### config.mk
export PLATFORM = sky130hd
export DESIGN_NAME = lifo_stack
export DESIGN_NICKNAME = d
export VERILOG_FILES = /design/src/rtl/lifo_stack.sv
export SDC_FILE = /design/constraint.sdc
export NUM_CORES = 1
export LEC_CHECK = 0
export ABC_CLOCK_PERIOD_IN_PS = 4200
export BUFFER_PORTS_ARGS = -buffer_cell sky130_fd_sc_hd__buf_2
export CAP_MARGIN = 15
export CELL_PAD_IN_SITES_DETAIL_PLACEMENT = 1
export CELL_PAD_IN_SITES_GLOBAL_PLACEMENT = 1
export CORE_ASPECT_RATIO = 0.9
export CORE_MARGIN = 1
export CORE_UTILIZATION = 54
export DETAILED_ROUTE_END_ITERATION = 10
export PLACE_DENSITY = 0.91
export REMOVE_ABC_BUFFERS = 1
export SYNTH_ARGS = -nofsm -noshare
export SYNTH_HDL_FRONTEND = slang
export SYNTH_SLANG_ARGS = --single-unit
export TNS_END_PERCENT = 20
### constraint.sdc
create_clock -name clk -period 4.2 [get_ports clk]
set_clock_uncertainty 0.1 [all_clocks]
set_input_delay 0.42 -clock clk [delete_from_list [all_inputs] [get_ports clk]]
set_output_delay 0.42 -clock clk [all_outputs]
set_load 0.005 [all_outputs]
### src/rtl/lifo_stack.sv
// Self-managing LIFO stack with internal stack pointer, full/empty/count status and replace-top.
// Optional sticky overflow/underflow flags are built when STACK_ERR_EN is defined.
module lifo_stack #(
    parameter int DEPTH = 4,
    parameter int WIDTH = 16
) (
    input  logic             clk,
    input  logic             resetq,
    input  logic             clear,
    input  logic             push,
    input  logic             pop,
    input  logic [WIDTH-1:0] din,
    output logic [WIDTH-1:0] top,
    output logic             empty,
    output logic             full,
    output logic [DEPTH:0]   count,
    output logic [1:0]       err
);

    localparam int          ENTRIES = 1 << DEPTH;
    localparam logic [DEPTH:0] SP_ONE  = {{DEPTH{1'b0}}, 1'b1};
    localparam logic [DEPTH:0] SP_FULL = {1'b1, {DEPTH{1'b0}}};

    logic [WIDTH-1:0] store [ENTRIES];
    logic [DEPTH:0]   sp;
    logic [DEPTH:0]   sp_next;
    logic [DEPTH-1:0] top_idx;
    logic [DEPTH-1:0] waddr;
    logic             we;
    logic             overflow;
    logic             underflow;

    assign empty   = (sp == '0);
    assign full    = (sp == SP_FULL);
    assign count   = sp;
    // Low bits minus one wraps correctly when full (sp = 2**DEPTH -> index 2**DEPTH-1).
    assign top_idx = sp[DEPTH-1:0] - {{(DEPTH-1){1'b0}}, 1'b1};
    assign top     = empty ? '0 : store[top_idx];

    always_comb begin
        sp_next   = sp;
        we        = 1'b0;
        waddr     = sp[DEPTH-1:0];
        overflow  = 1'b0;
        underflow = 1'b0;
        if (!clear) begin
            if (push && !pop) begin
                if (full) begin
                    overflow = 1'b1;
                end else begin
                    we      = 1'b1;
                    sp_next = sp + SP_ONE;
                end
            end else if (pop && !push) begin
                if (empty) underflow = 1'b1;
                else       sp_next   = sp - SP_ONE;
            end else if (push && pop) begin
                we = 1'b1;
                if (empty) begin
                    // Replace on an empty stack degrades to a plain push.
                    underflow = 1'b1;
                    sp_next   = sp + SP_ONE;
                end else begin
                    waddr = top_idx;
                end
            end
        end
    end

    always_ff @(posedge clk or negedge resetq) begin
        if (!resetq)    sp <= '0;
        else if (clear) sp <= '0;
        else            sp <= sp_next;
    end

    always_ff @(posedge clk) begin
        if (we) store[waddr] <= din;
    end

`ifdef STACK_ERR_EN
    logic [1:0] err_q;

    always_ff @(posedge clk or negedge resetq) begin
        if (!resetq)    err_q <= 2'b00;
        else if (clear) err_q <= 2'b00;
        else            err_q <= err_q | {underflow, overflow};
    end

    assign err = err_q;
`else
    logic unused_err;
    assign unused_err = overflow ^ underflow;
    assign err        = 2'b00;
`endif

endmodule

==> metrics.md <==
| Metric | Value |
|---|---|
| DR vias/cell | approximately 6.4 |
| Cell Area, Synth | 10600 um^2 |
| Post-synth ARST share | 1.92% |
| Max-cap violations | 0 |
| Sw frac | 26.5% |
| Initial antenna violation count | 0 |
| Final Slew Violations | 0 |
| Setup ws final | roughly 0.26 ns |
| Slew headroom | roughly 40% |
| Longest Clk Path Bufs | 3 |
| Hold Startpoint | clear |
| Reg2reg end | store[5][1] |
| Number of remaining DRC errors | 0 |
| FF-to-FF setup slack | approximately 0.9 ns |
| Number of global-route vias before repair | between 6000 and 7000 |
| GRT Util Overall | ~27% |
| Post_cts resized | 0 |
| Setup crit end kind | output pin |
| Post-route clock period utilization | 93.7% |
| Gpl congestion | around 0.85 |
| Power Dens Cells | 537 nW/um^2 |
| Largest net degree at the start of global routing | 59 |
| Post-DP HPWL | 15400 um |
| Share of layout cells above drive strength 1 | between 30% and 40% |
| Antenna Violating Nets Remaining | 0 |
| Starting Density | a little under three fifths |
| Ports | between 40 and 50 |
| Antenna cells | 0 |
| Total power | between 6000 and 7000 uW |
| Final hold vios | 0 |
| Worst Tran Pin Value | about 0.9 ns |
| Post-layout minimum cycle time | between 3 and 4 ns |
| Largest area contributor in the netlist | edfxtp_1 |
| Outcome | finished, final reports clean |
| Worst r2r src | count[0] |
| Number of buffers created by CTS | 26 |
| Seq pwr share | 45.0% |
| Placeable core area | around 19000 um^2 |
| Vert. Die Dim | 135 um |
| Psw | around 1700 uW |
| PortBufs | 43 |
| Total wire length | around 26000 um |
| Clk sinks | approximately 260 |
| Clock Power Share | roughly 34% |
| Dominant synthesized flop cell | edfxtp_1 |
| Std cell rows | between 40 and 50 |
| NumNets Final | approximately 630 |
| Share of the synthesized area in the top cell type | between 70% and 80% |
| Syn avg cell area | 19.8 um^2 |
| Clk_lat worst skew | roughly 0.52 ns |
| Worst-case reg-to-reg path depth | 7 |
| Root Buffer | clkbuf_16 |
| Setup repair bufs after CTS | 0 |
| TNS Setup | 0 ns |
| Final setup violation count | 0 |
| Logic pwr share | between 20% and 30% |
| Number of synthesized flops with an enable pin | roughly 260 |
| Post-synthesis sequential area ratio | approximately 74% |
| Hold EP | count[0] |
| Leakage | between 0.004 and 0.005 uW |
| CTS H-tree depth | 1 |
| Place WS | around 0.84 ns |
| First-pass GRT wire length | ~38000 um |
| Vias | approximately 5600 |
| Worst min path class | in -> reg |
| Filler Cell Count | approximately 1600 |
| Die Wd | between 100 and 150 um |
| RSZ-0062 raised after global routing | no |
| Synthesis-to-finish area growth | 14.8% |
| Hold Crit Depth | 2 |
| Initial DRC Count | between 400 and 500 |
| Crit path kind | reg -> out |
| Cell variety after synth | between 40 and 50 |
| Worst hold margin | around 0.10 ns |
| Peak supply drop | just over 0.0004 V |
| Worst path required time | about 3.7 ns |
| Die area | between 20000 and 25000 um^2 |
| Gate Count Post-Synth | approximately 530 |
| Total grt overflow | 0 |
| DR WL/cell | approximately 30 um |
| Most area-consuming cells after synthesis | edfxtp_1 73%, mux4_2 11%, mux2i_1 3.5% |
| Max Clk Rate | about 250 MHz |
| Largest fanout on the critical path | 19 |
| Clock transition at path regs | 0.07 ns |
| FF+latch count, synth | 261 |
| Int Pwr | between 4000 and 5000 uW |
| First drt pass iteration count | 5 |
| CTS tree | done |
| Synth warn | 0 |
| Worst setup SP type | register |
| Worst EP arrival | approximately 3.4 ns |
-- placed cells by master, fill, tap and decap left out, types with 3 or more instances in the layout --
cell type,n
a21oi_1,8
a21oi_2,16
a22o_1,5
buf_2,43
buf_4,26
clkbuf_16,27
clkinv_1,8
clkinv_2,9
dfrtp_1,4
edfxtp_1,256
ha_1,6
inv_1,7
mux2_2,14
mux2i_1,37
mux4_2,52
nand2_1,5
nand2b_1,4
nand3_1,5
nor2_1,10
nor2b_1,4
nor3_1,7
o2111ai_1,3
o21ai_0,8
o22ai_1,15
o32ai_1,5
-- metal layers --
| layer | GRT usage [%] | vias up | wire length, um |
|---|---|---|---|
| met5 | 0 | - | 0 |
| met4 | 10.0 | 0 | 680 |
| met3 | 4.19 | 50 | 1450 |
| met2 | 45.5 | 235 | 13400 |
| met1 | 36.1 | 2963 | 10300 |
| li1 | - | 2368 | - |
-- stage by stage --
stage / cells / util (%) / cell area (um^2)
after floorplan: 505 / - / 10400
after global placement: 825 / 58.8 / 11300
after detailed placement: 825 / 58.8 / 11300
after CTS: 874 / 63.2 / 12100
after global routing: 875 / 63.3 / 12100
final: 875 / 63.3 / 12100
-- registers in the layout, summed over array words and instances (netlist names) --
register  cells
store       256
count         5
-- area by class of cell --
| class | count | area (um^2) | area share, % |
|---|---|---|---|
| Timing Repair Buffer | 72 | 468 | 3.86 |
| Sequential cell | 261 | 7820 | 64.5 |
| Clock inverter | 20 | 146 | 1.21 |
| Clock buffer | 28 | 679 | 5.60 |
| Multi-Input combinational cell | 237 | 2680 | 22.1 |
| Tap cell | 250 | 313 | 2.58 |
| Inverter | 7 | 26.3 | 0.217 |
-- how the worst max path moves through the flow --
| stage | end | cells past startpoint | startpoint | slack (ns) |
|---|---|---|---|---|
| 2_1_floorplan | top[5] | 6 | count[0] | -3.70 |
| 3_3_place_gp | top[0] | 8 | count[0] | 1.03 |
| 3_5_place_dp | top[4] | 8 | count[0] | 0.84 |
| 4_1_cts | top[4] | 8 | count[0] | 0.24 |
| 5_1_grt | top[4] | 8 | count[0] | 0.1 |
| 6_report | top[0] | 8 | count[0] | 0.26 |
-- timing repair --
item | 4_1_cts | 5_1_grt
setup endpoints to repair | 0 | 0
hold endpoints to repair | 5 | 0
hold buffers | 1 | 0
-- synth_stat cells (2+ instances only) --
cell / n
mux2i_1: 37
dfrtp_1: 5
a211oi_2: 2
nor2b_1: 4
edfxtp_1: 256
mux2_2: 14
nand2b_1: 4
mux2_1: 2
clkbuf_1: 16
nand2_1: 5
o2111ai_1: 3
a22o_1: 5
nand4_1: 2
nor3_1: 7
buf_4: 3
a21oi_1: 24
o21ai_0: 8
buf_2: 10
nand3_1: 5
inv_1: 7
nor2_1: 10
o221ai_1: 2
o32ai_1: 5
ha_1: 7
mux4_2: 52
o22ai_1: 15
-- power groups by stage --
stage	logic (uW)	registers, uW	clock network, uW
3_3_place_gp	1270	2980	0
2_1_floorplan	868	3020	0
6_report	1350	2930	2230
4_1_cts	1350	2930	2270
3_5_place_dp	1330	2990	0
5_1_grt	1450	2930	2340
-- worst max-delay path, cell delays in order, from the launching register on --
cell and delay (ns):
dfrtp_4 0.51, inv_1 0.22, ha_1 0.36, xor2_4 0.59
buf_4 0.33, mux2i_1 0.12, a22o_1 0.26, o32ai_1 0.32
buf_2 0.18
-- cell families (layout without fill, tap and decap cells) --
group / after synthesis / after routing / share of synthesized area [%]
XOR/XNOR: 2 / 2 / 0.166
multiplexers: 106 / 106 / 16.4
AND/OR/NAND/NOR: 46 / 46 / 2.42
flip-flops: 261 / 261 / 74.0
buffers and inverters: 36 / 127 / 1.50
AO/OA/AOI/OAI: 74 / 74 / 4.66
other: 1 / 2 / 0.0355
adder cells (fa/ha/maj): 7 / 7 / 0.829
No activity file was read; power rests on OpenSTA's default activity.
